[config.mk]
export PLATFORM = sky130hd
export DESIGN_NAME = router_pkt_tx
export DESIGN_NICKNAME = d
export VERILOG_FILES = /design/src/rtl/router_pkt_tx.sv
export SDC_FILE = /design/constraint.sdc
export NUM_CORES = 1
export LEC_CHECK = 0
export BUFFER_PORTS_ARGS = -buffer_cell sky130_fd_sc_hd__buf_2
export CAP_MARGIN = 20
export CORE_MARGIN = 3
export CORE_UTILIZATION = 40
export CTS_CLUSTER_DIAMETER = 200
export DETAILED_ROUTE_END_ITERATION = 16
export HOLD_SLACK_MARGIN = 0.06
export PLACE_DENSITY_LB_ADDON = 0.15
export SYNTH_ARGS = -nofsm -noshare
export SYNTH_HDL_FRONTEND = slang
export SYNTH_SLANG_ARGS = --single-unit
[constraint.sdc]
create_clock -name clk -period 7.2 [get_ports clk]
set_input_delay 1.44 -clock clk [delete_from_list [all_inputs] [get_ports clk]]
set_output_delay 1.44 -clock clk [all_outputs]
set_load 0.1 [all_outputs]
[src/rtl/router_pkt_tx.sv]
// Store-and-forward packet transmitter toward a router port: buffers the payload, then sends header, payload and parity.
// Optional ROUTER_TX_PARITY_INJ_EN adds inj_parity_err, which inverts the parity byte of the packet it is latched with.
//
// state   | meaning
// --------+-----------------------------------------------------------
// IDLE    | waiting for start; rejects invalid address/length
// LOAD    | accepting pay_len payload bytes into the buffer
// HEADER  | driving {pay_len, dest_addr}
// PAYLOAD | driving buffered bytes in order
// PARITY  | driving XOR of header and payload, pkt_valid low
// CHECK   | three cycles watching the router err flag
module router_pkt_tx (
  input  logic       clk,
  input  logic       resetn,
  input  logic       start,
  input  logic [1:0] dest_addr,
  input  logic [5:0] pay_len,
  input  logic [7:0] pay_data,
  input  logic       pay_valid,
  output logic       pay_ready,
  input  logic       busy,
  input  logic       err,
`ifdef ROUTER_TX_PARITY_INJ_EN
  input  logic       inj_parity_err,
`endif
  output logic [7:0] data_out,
  output logic       pkt_valid,
  output logic       tx_busy,
  output logic       done,
  output logic       err_seen,
  output logic       cfg_reject
);

  typedef enum logic [2:0] {
    S_IDLE,
    S_LOAD,
    S_HEADER,
    S_PAYLOAD,
    S_PARITY,
    S_CHECK
  } state_t;

  state_t     state_q, state_d;
  logic [1:0] addr_q, addr_d;
  logic [5:0] len_q, len_d;
  logic [5:0] idx_q, idx_d;
  logic [7:0] parity_q, parity_d;
  logic [1:0] chk_q, chk_d;
  logic       err_seen_q, err_seen_d;
  logic       cfg_reject_q, cfg_reject_d;
  logic       inj_q, inj_d;

  logic [7:0] pay_mem [64];
  logic       mem_we;
  logic [7:0] hdr_byte;
  logic [7:0] parity_byte;
  logic [7:0] mem_rd;
  logic       idx_last;

  assign hdr_byte    = {len_q, addr_q};
  assign mem_rd      = pay_mem[idx_q];
  assign idx_last    = (idx_q == (len_q - 6'd1));
  assign parity_byte = parity_q ^ {8{inj_q}};
  assign mem_we      = (state_q == S_LOAD) && pay_valid;

`ifdef ROUTER_TX_PARITY_INJ_EN
  logic inj_in;
  assign inj_in = inj_parity_err;
`else
  logic inj_in;
  assign inj_in = 1'b0;
`endif

  // Payload storage needs no reset: every slot read is written in LOAD first.
  always_ff @(posedge clk) begin
    if (mem_we) begin
      pay_mem[idx_q] <= pay_data;
    end
  end

  always_ff @(posedge clk or negedge resetn) begin
    if (!resetn) begin
      state_q      <= S_IDLE;
      addr_q       <= 2'd0;
      len_q        <= 6'd0;
      idx_q        <= 6'd0;
      parity_q     <= 8'd0;
      chk_q        <= 2'd0;
      err_seen_q   <= 1'b0;
      cfg_reject_q <= 1'b0;
      inj_q        <= 1'b0;
    end else begin
      state_q      <= state_d;
      addr_q       <= addr_d;
      len_q        <= len_d;
      idx_q        <= idx_d;
      parity_q     <= parity_d;
      chk_q        <= chk_d;
      err_seen_q   <= err_seen_d;
      cfg_reject_q <= cfg_reject_d;
      inj_q        <= inj_d;
    end
  end

  always_comb begin
    state_d      = state_q;
    addr_d       = addr_q;
    len_d        = len_q;
    idx_d        = idx_q;
    parity_d     = parity_q;
    chk_d        = chk_q;
    err_seen_d   = err_seen_q;
    cfg_reject_d = 1'b0;
    inj_d        = inj_q;
    pay_ready    = 1'b0;
    data_out     = 8'd0;
    pkt_valid    = 1'b0;
    done         = 1'b0;

    case (state_q)
      S_IDLE: begin
        if (start) begin
          if ((dest_addr == 2'd3) || (pay_len == 6'd0)) begin
            cfg_reject_d = 1'b1;
          end else begin
            addr_d     = dest_addr;
            len_d      = pay_len;
            idx_d      = 6'd0;
            err_seen_d = 1'b0;
            inj_d      = inj_in;
            state_d    = S_LOAD;
          end
        end
      end
      S_LOAD: begin
        pay_ready = 1'b1;
        if (pay_valid) begin
          if (idx_last) begin
            idx_d    = 6'd0;
            parity_d = hdr_byte;
            state_d  = S_HEADER;
          end else begin
            idx_d = idx_q + 6'd1;
          end
        end
      end
      S_HEADER: begin
        data_out  = hdr_byte;
        pkt_valid = 1'b1;
        if (!busy) begin
          state_d = S_PAYLOAD;
        end
      end
      S_PAYLOAD: begin
        data_out  = mem_rd;
        pkt_valid = 1'b1;
        if (!busy) begin
          parity_d = parity_q ^ mem_rd;
          if (idx_last) begin
            idx_d   = 6'd0;
            state_d = S_PARITY;
          end else begin
            idx_d = idx_q + 6'd1;
          end
        end
      end
      S_PARITY: begin
        data_out = parity_byte;
        if (!busy) begin
          chk_d   = 2'd2;
          state_d = S_CHECK;
        end
      end
      S_CHECK: begin
        if (err) begin
          err_seen_d = 1'b1;
        end
        // Down-counter from 2: terminal count marks the third CHECK cycle.
        if (chk_q == 2'd0) begin
          done    = 1'b1;
          state_d = S_IDLE;
        end else begin
          chk_d = chk_q - 2'd1;
        end
      end
      default: begin
        state_d = S_IDLE;
      end
    endcase
  end

  assign tx_busy    = (state_q != S_IDLE);
  assign err_seen   = err_seen_q;
  assign cfg_reject = cfg_reject_q;

endmodule

==> impl_metrics.py, run 1 <==
metrics = {
    "run_status": {
        "status": "completed",
    },
    "critical_path": {
        "crit_fanout": 50,
        "cp_data_required_time_ns": 5.76,
        "crit_type": "register to output pin",
        "start_kind": "register",
        "endpoint_kind": "output pin",
        "worstPathArrival_ns": 4.70,
        "r2r_slack_ns": 3.24,
        "slowest_delay_ns": 0.75,
        "cpMostUsedCell": "buf_4",
        "slowest_stage": "dfrtp_4",
        "path_cells": "and2_1 > buf_4 > a221oi_1 > nor3_1 > or4_1 > nor4_1 > buf_4 > o22ai_1 > buf_2",
    },
    "yosys": {
        "syn_nets": 1423,
        "synthesis.area_mm2": 0.02213,
        "yosysWarnings": 0,
        "synthArstFlopShare_pct": 5.360,
        "synth_seq_cells": 541,
        "netlist_top_cells_area": "edfxtp_1, dfrtp_1, a22oi_1",
        "synth_edf_count": 512,
        "synth.avg_cell_area_um2": 15.83,
        "synth_common_cells": "edfxtp_1, nor2_1, a22oi_1",
        "yosysMostFrequentCell": "edfxtp_1",
        "yosysTopAreaCellShare_pct": 69.46,
        "ys.flop_type": "edfxtp_1",
        "seq_area_frac_synth_pct": 72.74,
        "synth_cell_type_count": 72,
        "post-synth-top-area-cell": "edfxtp_1",
        "netlist_instances": 1398,
    },
    "clock_tree": {
        "post_cts_buffers": 0,
        "cts_resized": 0,
        "cts_root_buf": "clkbuf_16",
        "htree_levels": 2,
        "cts_tree": "done",
        "cts_num_sinks": 541,
        "clockBufferDepth": 3,
        "clkSlewWorstSetupHoldPaths_ns": 0.05,
        "numCtsBuffers": 57,
        "clk_latency_ns": 0.64,
        "hold_buffers": 0,
    },
    "floorplanning": {
        "initial_utilization_pct": 40.81,
        "core_area_mm2": 0.05424,
        "std_cell_rows": 85,
        "die_w_um": 241.2,
        "die_area_mm2": 0.05819,
        "die_y_um": 241.2,
        "pin_count": 36,
    },
    "sta": {
        "setup_viol": 0,
        "skew_ns": 0.03664,
        "fin_tns_setup_ns": 0,
        "period_share_pct": 85.27,
        "rsz0062_at_grt": "no",
        "timing.fmax_mhz": 162.9,
        "worstMarginPinSlew_ns": 1.144,
        "holdWs_ns": 0.4859,
        "maxSlewHeadroom_pct": 23.44,
        "slew_viol_final": 0,
        "hold_viol": 0,
        "period_needed_ns": 6.139,
    },
    "final_layout": {
        "num-fill-cells": 4757,
        "fin_nets": 1450,
        "multi_input_area_mm2": 0.005403,
        "regArea_mm2": 0.01611,
        "syn2layout_area_growth_pct": 11.65,
        "drive_gt1_share_pct": 16.32,
        "n_antenna_cell": 0,
    },
    "pwr": {
        "irDropWorstVdd_mv": 0.2601,
        "clockPowerShare_pct": 32.7,
        "switching_share_pct": 33.06,
        "power.total_uw": 8624,
        "power.density_mw_per_mm2": 349.0,
        "switching_power_uw": 2851,
        "power.internal_uw": 5773,
        "p_leak_uw": 0.007814,
        "comb_power_share_pct": 24.0,
        "seq_power_share_pct": 43.2,
    },
    "grt": {
        "grt_first_pass_wirelength_um": 96280,
        "grt_usage_pct": 22.98,
        "grt_max_degree": 65,
        "grt_pass1_vias": 12940,
        "antenna_found_initial": 1,
        "overflow": 0,
    },
    "detailed_routing": {
        "dr.pass1.iters": 6,
        "wl_per_cell_um": 30.89,
        "m1WireLength_um": 29880,
        "totalWireLength_um": 66950,
        "ant_nets": 0,
        "drt_iter0_drc": 1723,
        "wl_met3_um": 5675,
        "vias_per_cell": 6.235,
        "vias": 13510,
        "met2WireLength_um": 29530,
        "drc": 0,
        "routed.top_layer": "met4",
    },
    "flow_run": {
        "drv_cap": 0,
    },
    "place": {
        "place_hpwl_um": 41110,
        "place.gp.congestion": 0.8705,
        "portBuffers": 35,
    },
    "min_path": {
        "hold_path.class": "register to register",
    },
}
## flip-flops by register name, summed over array words and instances (netlist names)
name	cells
idx_q	6
cfg_reject	1
parity_q	8
err_seen	1
pay_mem	512
chk_q	2
addr_q	2
state_q	3
len_q	6
## area by class of cell
type | count | area share (%)
sequential | 541 | 65.20
multi-input combinational | 737 | 21.86
clock buffer | 71 | 6.111
tap | 696 | 3.524
timing repair buffer | 77 | 2.111
clock inverter | 34 | 1.028
inverter | 11 | 0.1671
## layout by cell type, fill, tap and decap left out, drive strengths merged, types with 5 or more instances in the layout
| cell | instances |
|---|---|
| mux4 | 22 |
| nor2 | 93 |
| inv | 12 |
| a31oi | 10 |
| o21ai | 39 |
| mux2 | 36 |
| mux2i | 23 |
| a221oi | 69 |
| a221o | 13 |
| edfxtp | 512 |
| a21oi | 25 |
| nand3 | 21 |
| o2bb2ai | 5 |
| and3 | 9 |
| clkinv | 29 |
| a22oi | 89 |
| clkbuf | 71 |
| nand2b | 9 |
| a22o | 6 |
| dfrtp | 29 |
| buf | 77 |
| nand2 | 64 |
| or3b | 8 |
| a2111oi | 5 |
| nor3b | 7 |
| nor4 | 8 |
| o221ai | 11 |
| a21o | 5 |
| nor3 | 24 |
| and2 | 8 |
| nand3b | 21 |
| nor2b | 12 |
| o22ai | 32 |
| and3b | 5 |
## kinds of logic (layout without fill, tap and decap cells)
family | count (synthesis) | count (layout) | share of synthesized area (%)
mux | 81 | 81 | 5.127
flops | 541 | 541 | 72.74
buf+inv | 120 | 193 | 2.973
simple gates | 303 | 303 | 7.060
xor+xnor | 7 | 7 | 0.2770
compound gates | 343 | 343 | 11.65
fa+ha+maj | 3 | 3 | 0.1696
## power by group through the flow
stage	registers (uW)	clock network, uW	logic, uW
finish	3730	2820	2070
global route	3740	2990	2200
CTS	3730	2860	2060
detailed placement	3800	0	2050
global placement	3790	0	2040
floorplan	3670	0	1500
## routing by layer
| metal | global-route usage [%] | vias to the layer above |
|---|---|---|
| met4 | 6.627 | 0 |
| li1 | - | 5739 |
| met1 | 34.38 | 7033 |
| met2 | 34.24 | 647 |
| met5 | 0 | - |
| met3 | 4.611 | 93 |
## per-stage QoR
| stage | util (%) | instances | cell area, um^2 | setup WS, ns |
|---|---|---|---|---|
| after floorplan | - | 1398 | 22130 | 1.662 |
| after global placement | 42.21 | 2057 | 22890 | 1.737 |
| after detailed placement | 42.31 | 2062 | 22950 | 1.758 |
| after CTS | 45.56 | 2167 | 24710 | 1.104 |
| after global routing | 45.56 | 2167 | 24710 | 0.8888 |
| final | 45.56 | 2167 | 24710 | 1.061 |
## path summary, 6_finish.rpt
check	startpoint	to	cells after the start
max	idx_q[0]	data_out[5]	9
min	err_seen	err_seen	1
max reg2reg	idx_q[0]	parity_q[5]	9
min reg2reg	err_seen	err_seen	1
max in group asynchronous	resetn	idx_q[2]	1
min in group asynchronous	resetn	parity_q[4]	1
## critical path, delay by kind of cell, from the launching register on
| kind | cells | cell delay (ns) |
|---|---|---|
| buffers and inverters | 3 | 0.92 |
| AND/OR/NAND/NOR | 4 | 1.90 |
| AO/OA/AOI/OAI | 2 | 0.47 |
| flip-flops | 1 | 0.75 |
(Power assumes the default switching activity.)
==> run 2: changes to the inputs <==
- CORE_UTILIZATION: 40 -> 55
==> impl_metrics.py, run 2 (synthesis gave the netlist of run 1 again) <==
metrics = {
    "clock_tree": {
        "htree_levels": 2,
        "hold_buffers": 0,
        "clkSlewWorstSetupHoldPaths_ns": 0.06,
        "numCtsBuffers": 54,
        "post_cts_buffers": 0,
        "clk_latency_ns": 0.62,
        "cts_num_sinks": 541,
        "cts_root_buf": "clkbuf_16",
        "clockBufferDepth": 3,
        "cts_resized": 0,
        "cts_tree": "done",
    },
    "detailed_routing": {
        "vias": 13470,
        "wl_per_cell_um": 30.76,
        "drc": 0,
        "dr.pass1.iters": 8,
        "totalWireLength_um": 60720,
        "ant_nets": 0,
        "drt_iter0_drc": 2126,
        "vias_per_cell": 6.823,
    },
    "final_layout": {
        "num-fill-cells": 2862,
        "n_antenna_cell": 0,
        "largest_register": "pay_mem",
        "fin_nets": 1438,
        "final_cell_mix": "edfxtp_1, nor2_1, a22oi_1",
        "largest_reg_flops": 512,
        "reg.largest.list": "pay_mem (512), parity_q (8)",
        "utilization_pct": 61.97,
        "instances_no_fill": 1974,
        "syn2layout_area_growth_pct": 9.723,
        "drive_gt1_share_pct": 15.25,
        "design_area_mm2": 0.02429,
        "final_common_cell": "edfxtp_1",
    },
    "floorplanning": {
        "die_y_um": 206.6,
        "pin_count": 36,
        "initial_utilization_pct": 56.48,
        "std_cell_rows": 72,
        "core_area_mm2": 0.03919,
        "die_area_mm2": 0.04269,
        "die_w_um": 206.6,
    },
    "grt": {
        "grt_pass1_vias": 12980,
        "antenna_found_initial": 0,
        "grt_usage_pct": 28.73,
        "grt_first_pass_wirelength_um": 88470,
        "overflow": 0,
        "grt_max_degree": 73,
    },
    "flow_run": {
        "drv_cap": 0,
    },
    "critical_path": {
        "crit_fanout": 72,
        "start_kind": "register",
        "worstPathArrival_ns": 4.81,
        "startpoint": "idx_q[0]",
        "cp_data_required_time_ns": 5.76,
        "endpoint": "data_out[6]",
        "timing.rr.start": "idx_q[2]",
        "crit_type": "register to output pin",
        "endpoint_kind": "output pin",
        "r2r-end": "pay_mem[3][4]",
        "worst_r2r_path_depth": 4,
        "r2r_slack_ns": 2.89,
    },
    "run_status": {
        "status": "completed",
    },
    "place": {
        "portBuffers": 35,
        "place_hpwl_um": 36730,
        "dp.cells": 1873,
        "place.gp.congestion": 0.9045,
        "placed_area_mm2": 0.02260,
    },
    "sta": {
        "skew_ns": 0.01585,
        "timing.fmax_mhz": 160.1,
        "holdWs_ns": 0.5097,
        "hold_viol": 0,
        "fin_tns_setup_ns": 0,
        "rsz0062_at_grt": "no",
        "slew_viol_final": 0,
        "worstMarginPinSlew_ns": 1.170,
        "period_share_pct": 86.74,
        "setup_viol": 0,
        "period_needed_ns": 6.246,
        "maxSlewHeadroom_pct": 21.31,
    },
    "pwr": {
        "irDropWorstVdd_mv": 0.2048,
        "power.density_mw_per_mm2": 347.7,
        "p_leak_uw": 0.007704,
    },
    "min_path": {
        "hold_path.class": "register to register",
        "hp-start": "err_seen",
        "holdPathStages": 1,
    },
}
[run 2: changes by cell type in the layout (fill, tap and decap cells not counted), sizes merged]
cell | before | now
clkbuf | 71 | 73
inv | 12 | 14
clkinv | 29 | 20
buf | 77 | 68
clkinvlp | 1 | 0
[run 2: final cells by class]
type	instances	area, um^2	share of cell area [%]
clock buffers	73	1454	5.987
clock inverters	26	212.7	0.8758
inverters	11	41.29	0.1700
multi-input cells	737	5388	22.18
flip-flops and latches	541	16110	66.34
well taps	518	648.1	2.669
repair buffers	68	430.4	1.772
[run 2: how the worst min path moves through the flow]
stage | endpoint | slack, ns
6_report | err_seen | 0.51
5_1_grt | err_seen | 0.52
4_1_cts | err_seen | 0.51
3_5_place_dp | err_seen | 0.50
3_3_place_gp | err_seen | 0.49
2_1_floorplan | parity_q[7] | 0.49
[run 2: worst max-delay path: stages, from the launching register on]
cell     delay, ns
dfrtp_4       1.05
buf_4         0.53
mux2_2        0.39
a221o_1       0.29
a22oi_1       0.23
o22ai_1       0.12
nor4_1        1.02
o22ai_1       0.18
buf_2         0.35
[run 2: layer usage]
| metal | vias to the layer above | GRT usage (%) | wire [um] |
|---|---|---|---|
| met5 | - | 0 | 0 |
| met4 | 0 | 10.06 | 1940 |
| met3 | 119 | 5.849 | 6523 |
| met2 | 823 | 43.64 | 27920 |
| met1 | 6828 | 42.01 | 24340 |
| li1 | 5699 | - | - |
[run 2: metrics by stage]
step           total power, uW  setup WS [ns]
2_1_floorplan             5167          1.662
3_3_place_gp              5756          1.709
3_5_place_dp              5783          1.708
6_report                  8445         0.9544
5_1_grt                   8731         0.8526
4_1_cts                   8440          1.061
[run 2: report_power, final]
| group | total (uW) | switching [uW] | internal [uW] | leakage, uW |
|---|---|---|---|---|
| logic | 2000 | 1370 | 632 | 0.00195 |
| clock network | 2690 | 1170 | 1520 | 0.000813 |
| registers | 3750 | 218 | 3530 | 0.00494 |
| total | 8450 | 2760 | 5690 | 0.00770 |
==> run 3: changes to the inputs <==
- ABC_AREA: not set -> 1
- SKIP_CTS_REPAIR_TIMING: not set -> 1
==> impl_metrics.py, run 3 <==
metrics = {
    "floorplanning": {
        "die_y_um": 213.3,
        "std_cell_rows": 75,
        "pin_count": 36,
        "core_area_mm2": 0.04223,
        "initial_utilization_pct": 55.95,
        "die_w_um": 213.3,
        "die_area_mm2": 0.04548,
    },
    "sta": {
        "period_needed_ns": 5.799,
        "slew_viol_final": 0,
        "period_share_pct": 80.54,
        "timing.fmax_mhz": 172.5,
        "hold_viol": 0,
        "skew_ns": 0.01648,
        "fin_tns_setup_ns": 0,
        "maxSlewHeadroom_pct": 26.38,
        "setup_viol": 0,
        "rsz0062_at_grt": "no",
        "worstMarginPinSlew_ns": 1.104,
    },
    "critical_path": {
        "slowest_delay_ns": 0.85,
        "path_cells": "inv_6 > buf_4 > nand2_1 > nand2_1 > nand2_1 > nand2_1 > nand2_1 > nand2_1 > nand2_1 > nand2_1 > nor2_1 > nand2_1 > nand2_1 > o211ai_1 > buf_2",
        "slowest_stage": "inv_6",
        "worstPathArrival_ns": 4.36,
        "cp_data_required_time_ns": 5.76,
        "cpMostUsedCell": "nand2_1",
        "start_kind": "register",
        "crit_fanout": 137,
        "endpoint_kind": "output pin",
        "crit_type": "register to output pin",
    },
    "yosys": {
        "netlist_top_cells_area": "edfxtp_1, nand2_1, dfrtp_1",
        "syn_nets": 2444,
        "netlist_instances": 2419,
        "synth_common_cells": "nand2_1, edfxtp_1, nor2_1",
        "synthArstFlopShare_pct": 5.360,
        "ys.flop_type": "edfxtp_1",
        "synth_edf_count": 512,
        "yosysWarnings": 0,
        "yosysTopAreaCellShare_pct": 65.07,
        "synth_cell_type_count": 34,
        "synth_seq_cells": 541,
        "synth.avg_cell_area_um2": 9.768,
        "synthesis.area_mm2": 0.02363,
        "yosysMostFrequentCell": "nand2_1",
        "seq_area_frac_synth_pct": 68.14,
        "post-synth-top-area-cell": "edfxtp_1",
    },
    "final_layout": {
        "multi_input_area_mm2": 0.006723,
        "largest_reg_flops": 512,
        "fin_nets": 2451,
        "final_cell_mix": "nand2_1, edfxtp_1, nor2_1",
        "regArea_mm2": 0.01611,
        "syn2layout_area_growth_pct": 9.484,
        "n_antenna_cell": 0,
        "largest_register": "pay_mem",
        "instances_no_fill": 3010,
        "reg.largest.list": "pay_mem (512), parity_q (8)",
        "final_common_cell": "nand2_1",
        "drive_gt1_share_pct": 6.435,
        "num-fill-cells": 3455,
    },
    "detailed_routing": {
        "vias": 16330,
        "drt_iter0_drc": 1998,
        "drc": 0,
        "ant_nets": 0,
        "vias_per_cell": 5.425,
        "dr.pass1.iters": 7,
        "totalWireLength_um": 58780,
        "wl_per_cell_um": 19.53,
    },
    "pwr": {
        "comb_power_share_pct": 29.6,
        "switching_power_uw": 3387,
        "p_leak_uw": 0.01083,
        "power.internal_uw": 5785,
        "seq_power_share_pct": 40.0,
        "irDropWorstVdd_mv": 0.2342,
        "power.density_mw_per_mm2": 354.6,
        "clockPowerShare_pct": 30.4,
        "switching_share_pct": 36.93,
    },
    "place": {
        "dp.cells": 2906,
        "place_hpwl_um": 33570,
        "place.gp.congestion": 0.8719,
        "portBuffers": 35,
    },
    "clock_tree": {
        "cts_num_sinks": 541,
        "numCtsBuffers": 54,
        "cts_tree": "done",
        "clockBufferDepth": 3,
        "cts_root_buf": "clkbuf_16",
        "clkSlewWorstSetupHoldPaths_ns": 0.06,
        "clk_latency_ns": 0.61,
        "htree_levels": 2,
    },
    "min_path": {
        "hold_path.class": "register to register",
    },
    "grt": {
        "grt_usage_pct": 26.10,
        "grt_first_pass_wirelength_um": 90370,
        "antenna_found_initial": 0,
        "grt_max_degree": 138,
        "overflow": 0,
        "grt_pass1_vias": 15750,
    },
    "flow_run": {
        "drv_cap": 0,
    },
    "run_status": {
        "status": "completed",
    },
}
## run 3: metal layers
layer	share of wire, %	GRT usage [%]	up-vias	routed length, um
li1	-	-	7835	-
met1	42	37.35	7750	24840
met2	46	40.75	625	27060
met3	8.1	4.011	118	4751
met4	3.6	10.26	0	2121
met5	0	0	-	0
## run 3: cell type report
class	instances	share of cell area, %
flip-flops and latches	541	62.27
clock inverters	34	1.296
multi-input cells	1706	25.99
repair buffers	57	1.441
clock buffers	67	5.412
well taps	539	2.607
inverters	66	0.9819
## run 3: power by group through the flow
stage	combinational [uW]	clock, uW	sequential (uW)
after floorplan	2070	0	3640
after detailed placement	2690	0	3730
after CTS	2700	2820	3660
after global placement	2660	0	3730
after global routing	3040	2950	3680
final	2710	2790	3670
## run 3: logic make-up after synthesis
group                      after synthesis  synth area share [%]
AOI/OAI and AO/OA                       57                 1.462
xor gates and xnor gates                 8                0.2966
adders and majority gates                3                0.1589
buffers and inverters                  172                 3.405
DFF                                    541                 68.14
and+or+nand+nor                       1638                 26.54
## run 3: worst max-delay path, delay by kind of cell (launching register included)
| kind | cells | cell delay [ns] |
|---|---|---|
| buf+inv | 3 | 1.83 |
| flops | 1 | 0.70 |
| simple gates | 11 | 1.05 |
| compound gates | 1 | 0.12 |
## run 3: stage by stage
stage | cell area (um^2) | utilization [%] | setup slack [ns] | total power, uW | hold slack (ns)
2_1_floorplan | 23630 | - | 2.356 | 5708 | 0.4488
3_3_place_gp | 24090 | 57.05 | 2.057 | 6391 | 0.4629
3_5_place_dp | 24090 | 57.05 | 2.024 | 6421 | 0.4663
4_1_cts | 25830 | 61.16 | 1.362 | 9191 | 0.4835
5_1_grt | 25870 | 61.26 | 1.125 | 9662 | 0.5050
6_report | 25870 | 61.26 | 1.401 | 9172 | 0.4818
## run 3: final timing paths
| kind | startpoint | end | slack, ns | depth (start not counted) |
|---|---|---|---|---|
| max in group asynchronous | resetn | idx_q[0] | 5.79 | 1 |
| setup reg to reg | idx_q[1] | pay_mem[2][5] | 3.04 | 4 |
| setup / recovery | idx_q[0] | data_out[1] | 1.40 | 15 |
| hold reg to reg | parity_q[3] | parity_q[3] | 0.48 | 2 |
| min in group asynchronous | resetn | state_q[2] | 0.88 | 1 |
| hold / removal | parity_q[3] | parity_q[3] | 0.48 | 2 |
